<file path="src/rtl/canvas_port_arbiter.sv">
// Arbiter for the single a/d/we/spo port of the 32x32 small_canvas RAM.
// Shares the port between recognizer reads, mouse writes and a full-canvas clear sweep.
module canvas_port_arbiter #(
  parameter int   ADDR_W       = 10,
  parameter int   DEPTH        = 1024,
  parameter int   STARVE_LIMIT = 8,
  parameter logic CLEAR_VAL    = 1'b0
) (
  input  logic              clk,
  input  logic              rst,
  input  logic              i_clear_start,
  output logic              o_clear_busy,
  output logic              o_clear_done,
  input  logic              i_rd_req,
  input  logic [ADDR_W-1:0] i_rd_addr,
  output logic              o_rd_gnt,
  output logic              o_rd_data,
  output logic              o_rd_valid,
  input  logic              i_wr_req,
  input  logic [ADDR_W-1:0] i_wr_addr,
  input  logic              i_wr_data,
  output logic              o_wr_gnt,
  output logic [ADDR_W-1:0] o_mem_a,
  output logic              o_mem_d,
  output logic              o_mem_we,
  input  logic              i_mem_spo
);

  localparam int SW = $clog2(STARVE_LIMIT + 1);

  localparam logic [1:0] S_IDLE  = 2'd0;
  localparam logic [1:0] S_CLEAR = 2'd1;
  localparam logic [1:0] S_DONE  = 2'd2;

  logic [1:0]        r_state;
  logic [ADDR_W-1:0] r_clr_cnt;
  logic [SW-1:0]     r_starve_cnt;
  logic              r_rd_data;
  logic              r_rd_valid;

  logic w_idle;
  logic w_wr_force;
  logic w_clear_wr;
  logic w_rd_gnt;
  logic w_wr_gnt;

  // NOTE: writes are gated by rst so an aborted sweep or a write coinciding with reset never lands in the RAM.
  assign w_idle     = (r_state == S_IDLE);
  assign w_wr_force = (r_starve_cnt == SW'(STARVE_LIMIT));
  assign w_clear_wr = (r_state == S_CLEAR) && !rst;
  assign w_rd_gnt   = w_idle && i_rd_req && !(i_wr_req && w_wr_force);
  assign w_wr_gnt   = w_idle && !rst && i_wr_req && (!i_rd_req || w_wr_force);

  // NOTE: every output of a combinational block gets a default first, so no latch is inferred.
  always_comb begin
    o_mem_a  = i_rd_addr;
    o_mem_d  = 1'b0;
    o_mem_we = 1'b0;
    if (w_clear_wr) begin
      o_mem_a  = r_clr_cnt;
      o_mem_d  = CLEAR_VAL;
      o_mem_we = 1'b1;
    end else if (w_wr_gnt) begin
      o_mem_a  = i_wr_addr;
      o_mem_d  = i_wr_data;
      o_mem_we = 1'b1;
    end
  end

  // NOTE: sequential state uses non-blocking assignments so all registers update from pre-edge values.
  always_ff @(posedge clk) begin
    if (rst) begin
      r_state   <= S_IDLE;
      r_clr_cnt <= '0;
    end else begin
      case (r_state)
        S_IDLE: begin
          if (i_clear_start) r_state <= S_CLEAR;
        end
        S_CLEAR: begin
          r_clr_cnt <= r_clr_cnt + 1'b1;
          if (r_clr_cnt == ADDR_W'(DEPTH - 1)) r_state <= S_DONE;
        end
        S_DONE:  r_state <= S_IDLE;
        default: r_state <= S_IDLE;
      endcase
    end
  end

  // Counts how long a pending write has been losing; saturates so the write stays forced.
  always_ff @(posedge clk) begin
    if (rst || !i_wr_req || w_wr_gnt) begin
      r_starve_cnt <= '0;
    end else if (!w_wr_force) begin
      r_starve_cnt <= r_starve_cnt + 1'b1;
    end
  end

  always_ff @(posedge clk) begin
    if (rst) begin
      r_rd_valid <= 1'b0;
      r_rd_data  <= 1'b0;
    end else begin
      r_rd_valid <= w_rd_gnt;
      if (w_rd_gnt) r_rd_data <= i_mem_spo;
    end
  end

  assign o_clear_busy = (r_state == S_CLEAR);
  assign o_clear_done = (r_state == S_DONE);
  assign o_rd_gnt     = w_rd_gnt;
  assign o_wr_gnt     = w_wr_gnt;
  assign o_rd_data    = r_rd_data;
  assign o_rd_valid   = r_rd_valid;

endmodule

</file>
<file path="config.mk">
export PLATFORM = sky130hd
export DESIGN_NAME = canvas_port_arbiter
export DESIGN_NICKNAME = d
export VERILOG_FILES = /design/src/rtl/canvas_port_arbiter.sv
export SDC_FILE = /design/constraint.sdc
export NUM_CORES = 1
export LEC_CHECK = 0
export CAP_MARGIN = 15
export CORE_UTILIZATION = 47
export DETAILED_ROUTE_END_ITERATION = 8
export GPL_TIMING_DRIVEN = 0
export PLACE_DENSITY = 0.85
export SKIP_CTS_REPAIR_TIMING = 1
export SYNTH_ARGS = -nofsm -noshare
export SYNTH_HDL_FRONTEND = slang
export SYNTH_SLANG_ARGS = --single-unit
</file>
<file path="constraint.sdc">
create_clock -name clk -period 4 [get_ports clk]
set_input_delay 0.4 -clock clk [delete_from_list [all_inputs] [get_ports clk]]
set_output_delay 0.4 -clock clk [all_outputs]
set_load 0.03 [all_outputs]
</file>
* Word level (Yosys, flattened, before mapping)
Cells that the tools add are included.
** Word-level totals
- Bits in latches :: 0
- Output and inout bits :: 18
- Bits in writable memories :: 0
- Word-level logic and storage cells :: 38
- Memories :: 0
- ROM bits :: 0
- Bits in registers :: 18
- Bits of input ports :: 27
** Operators by class
- Div/mod/pow operators :: 0
- $lt $le $gt $ge :: 0
- Shifts and indexed selects :: 0
- Mux-type cells :: 9
- $mul :: 0
- Bitwise operators :: 0
- Add/sub/neg operators :: 2
- Eq/ne operators :: 6
- Reductions and logical operators :: 16
** Operators by type and width (count)
- $mux W10 :: 2
- $add A10 B1 Y10 const B :: 1
- $eq A10 B10 Y1 const B :: 1
- $logic_and A1 B1 Y1 :: 7
- $add A4 B1 Y4 const B :: 1
- $eq A4 B4 Y1 const B :: 1
- $logic_not A1 Y1 :: 4
- $mux W1 :: 4
- $mux W2 :: 2
- $pmux W2 S2 :: 1
- $logic_or A1 B1 Y1 :: 3
- $eq A2 B1 Y1 const B :: 1
- $eq A2 B2 Y1 const B :: 1
- $logic_not A2 Y1 :: 1
- $ne A2 B1 Y1 const B :: 1
- $ne A2 B2 Y1 const B :: 1
- $reduce_and A2 Y1 :: 1

* Longest topological paths before layout
- Word-level depth :: 6
- Gate-level depth with buffers :: 6
- Gate-level depth less buffers :: 5

* Worst setup path before layout
OpenSTA, ideal clock, no wires.
- Path type :: in2out
- Start :: in rst
- End :: out o_mem_a[2]
- Required time :: 3.600 ns
- Arrival :: 1.696 ns
- Setup slack :: 1.904 ns
- Path buffers :: 3
- Stages :: 5
- Path through :: buf_2 > or3b_1 > buf_2 > buf_6 > o221ai_1
** On the way
- Word-level cells in the longest chain between the ends :: 6
- Elaborated cells on any way between the ends :: 7
- Classes of those cells :: mux (2); reduce/logical (5)
** RTL lines
- start: declaration :: RTL line 10 : input logic rst,
- $logic_not A1 Y1 (*) :: RTL line 50, 52
- $logic_and A1 B1 Y1 (3 in a row) :: RTL line 52 : assign w_wr_gnt = w_idle && !rst && i_wr_req && (!i_rd_req || w_wr_force);
- $mux W10 :: RTL line 63 : end else if (w_wr_gnt) begin
- $mux W10 (*) :: RTL line 59 : if (w_clear_wr) begin
- end: declaration :: RTL line 23 : output logic [ADDR_W-1:0] o_mem_a,
Mark *: on every way between the ends. The rest lies on a longest branch, timed or not.

* Worst setup path after layout
- Start :: reg r_starve_cnt[0]
- End :: out o_mem_a[0]
** On the way
- Word-level cells in the longest chain between the ends :: 5
** RTL lines
- start: declaration :: RTL line 37 : logic [SW-1:0] r_starve_cnt;
- start signal: assignment :: RTL line 95 : r_starve_cnt <= r_starve_cnt + 1'b1;
- $eq A4 B4 Y1 :: RTL line 49 : assign w_wr_force = (r_starve_cnt == SW'(STARVE_LIMIT));
- $logic_or A1 B1 Y1 :: RTL line 52
- $logic_and A1 B1 Y1 :: RTL line 52
- $mux W10 :: RTL line 63
- $mux W10 :: RTL line 59
Every way passes these cells.

==> reports/metrics.cfg <==
[outcome]
status=finished, final reports clean

[yosys]
synth_top_area_share_pct=30.32
synth-simple-area-share_pct=31.26
async_reset_ff_share_pct=0
synth_edf_count=0
synth_ff_type=dfxtp_1
syn_nets=171
synth_top_family_by_area=simple AND/OR/NAND/NOR gates
synthMuxAreaShare_pct=1.684
ys_seq_area_share_pct=30.32
avgSynthCellArea_um2=8.430
syn_inst=141
synth_xor_area_share_pct=3.684
synth_fa_ha_area_share_pct=3.158
ys_top_cells_by_area=dfxtp_1, o211ai_1, nand2_1
syn_area_um2=1189
synth.most_common_cell=nand2_1
synth-compound-area-share_pct=22.84
ys_top_cells_by_count=nand2_1, dfxtp_1, o211ai_1
ys_ff_latch=18
yosys_warnings=0
synth_cell_types=40
yosysTopAreaCell=dfxtp_1

[pwr]
internal_power_mw=0.3014
p_per_area_nw_per_um2=255.0
peakVddDrop_mv=0.2018
clockPowerShare_pct=26.8
switching_share_pct=30.08
power_switching_mw=0.1296
seqPwrFrac_pct=43.8
power.leakage_nw=0.6343
combPwrFrac_pct=29.5

[floorplan]
core_area_um2=2297
row_count=17
fp.dieH_um=52.29
io_pins=45
die-area_um2=2734
die_w_um=52.29
start_util_pct=51.74

[timing]
fmax_ghz=0.3363
setup_viol=0
rsz0062_at_grt=false
totalNegativeSetupSlack_ns=0
slew_headroom_pct=64.44
fin_skew_ns=0.009153
hold_violations=0
worst_pin_slew_ns=0.5311
fin_crit_sh_pct=74.33
setup_slack_ns=1.027
finalCriticalPeriod_ns=2.973
finalMaxSlewViolations=0

[setup_path]
end_kind=output port
rrSetupSlack_ns=2.44
startpoint_type=flip-flop
path_max_fanout=10
r2r_end=r_starve_cnt[2]
reg2reg_depth=5
crit_arrival_ns=2.57
cp.required_ns=3.60
setup.worst_path.class=reg -> out
r2r_start=r_starve_cnt[0]

[final_layout]
diodes=0
final_net_count=219
fin_util_pct=73.58
seq_area_um2=360.3
drive_above_1_share_pct=9.574
multi_input_area_um2=744.5
syn_to_final_growth_pct=42.21
stdcell_area_um2=1690
fillers=181

[routing]
first_pass_iters=4
drt_iter0_markers=33
ant_nets=0
drc=0
wl_um=3495
wl_per_cell_um=16.18
avgViaCountPerCell=6.028
vias=1302

[clock_network]
cts_htree_levels=1
clk_pin_slew_worst_paths_ns=0.11
cts-root-buf=clkbuf_4
cts.sinks=18
clkLatencyLatePin_ns=0.30
cts_max_path_buffers=2
cts_tree=yes
cts_buffers=3

[place]
preCtsSetupSlack_ns=1.151
hpwl_um=2630
gp_congestion=0.8089
io_buffers=43
dpl_cell_area_um2=1654

[grt]
grt_busiest_layer=met2
grt_pass1_vias=1265
grt_max_degree=11
grt_use_met3_pct=4.058
overflow=0
use_met1_pct=30.16
grt_use_met2_pct=50.84
antenna_found_initial=0
track_usage_pct=26.93
grt_pass1_wl_um=5437

[hold_path]
min_path_cells=2
whs_endpoint=r_clr_cnt[8]
hold_class=in -> reg
hp-start=rst

[run]
maxCapViolCount=0

## per-stage QoR
stage,instances,total power [mW],hold WS (ns)
after floorplan,141,0.2575,0.4653
after global placement,212,0.3157,0.4800
after detailed placement,212,0.3194,0.4938
after CTS,216,0.4323,0.3587
after global routing,216,0.4470,0.3634
final,216,0.4310,0.3660
## per-layer routing
layer | share of wire [%] | vias up
li1 | - | 618
met4 | 0.89 | 0
met2 | 53 | 51
met3 | 5.7 | 4
met1 | 40 | 629
met5 | 0 | -
## cells in the final DEF, fill, tap and decap left out, types with 3 or more instances in the layout
cell              n
nand2_1          21
ha_1              3
dfxtp_1          18
inv_1             5
o21ai_0           4
o211ai_1         18
o31ai_1           3
xnor2_1           4
buf_6             3
or4_1             3
nor3_1            4
nand3_1           3
clkbuf_4          3
a21oi_1           8
or3_1             4
nor2b_1           3
buf_2             4
clkdlybuf4s50_1  43
nor2_1            5
## kinds of logic after synthesis
logic type      count (synthesis)
flops                          18
simple gates                   59
compound gates                 39
xor+xnor                        5
fa+ha+maj                       3
mux                             2
buf+inv                        15
## registers in the layout, indices dropped and copies added, names as in the netlist
| signal | flops |
|---|---|
| r_starve_cnt | 4 |
| o_rd_valid | 1 |
| r_state | 2 |
| r_clr_cnt | 10 |
| o_rd_data | 1 |
## worst max-delay path, stage by stage (launching register included)
cell and delay [ns]:
dfxtp_1 0.34, inv_1 0.09, ha_1 0.20, and3b_1 0.23, clkbuf_1 0.43, o211ai_1 0.17
o211ai_1 0.12, clkdlybuf4s50_1 0.69
## power groups by stage
stage | sequential (mW) | clock, mW | combinational [mW]
CTS | 0.189 | 0.116 | 0.128
floorplan | 0.194 | 0 | 0.0636
global route | 0.189 | 0.123 | 0.135
global placement | 0.192 | 0 | 0.124
detailed placement | 0.193 | 0 | 0.127
finish | 0.189 | 0.115 | 0.127
## cell type report
cell class,count,share of cell area (%)
inverters,6,1.332
plain buffers,9,3.627
repair buffers,43,25.46
multi-input cells,108,44.04
clock buffers,4,2.147
well taps,28,2.073
flip-flops and latches,18,21.32
## how the worst max path moves through the flow
stage                    start         end  cells after the start
3_3_place_gp          i_wr_req  o_mem_a[0]                      6
2_1_floorplan              rst  o_mem_a[2]                      5
3_5_place_dp          i_wr_req  o_mem_a[1]                      6
5_1_grt        r_starve_cnt[1]  o_mem_a[1]                      7
6_report       r_starve_cnt[0]  o_mem_a[0]                      7
4_1_cts        r_starve_cnt[0]  o_mem_a[1]                      7
Note: power is estimated with default switching activity, not from simulation.
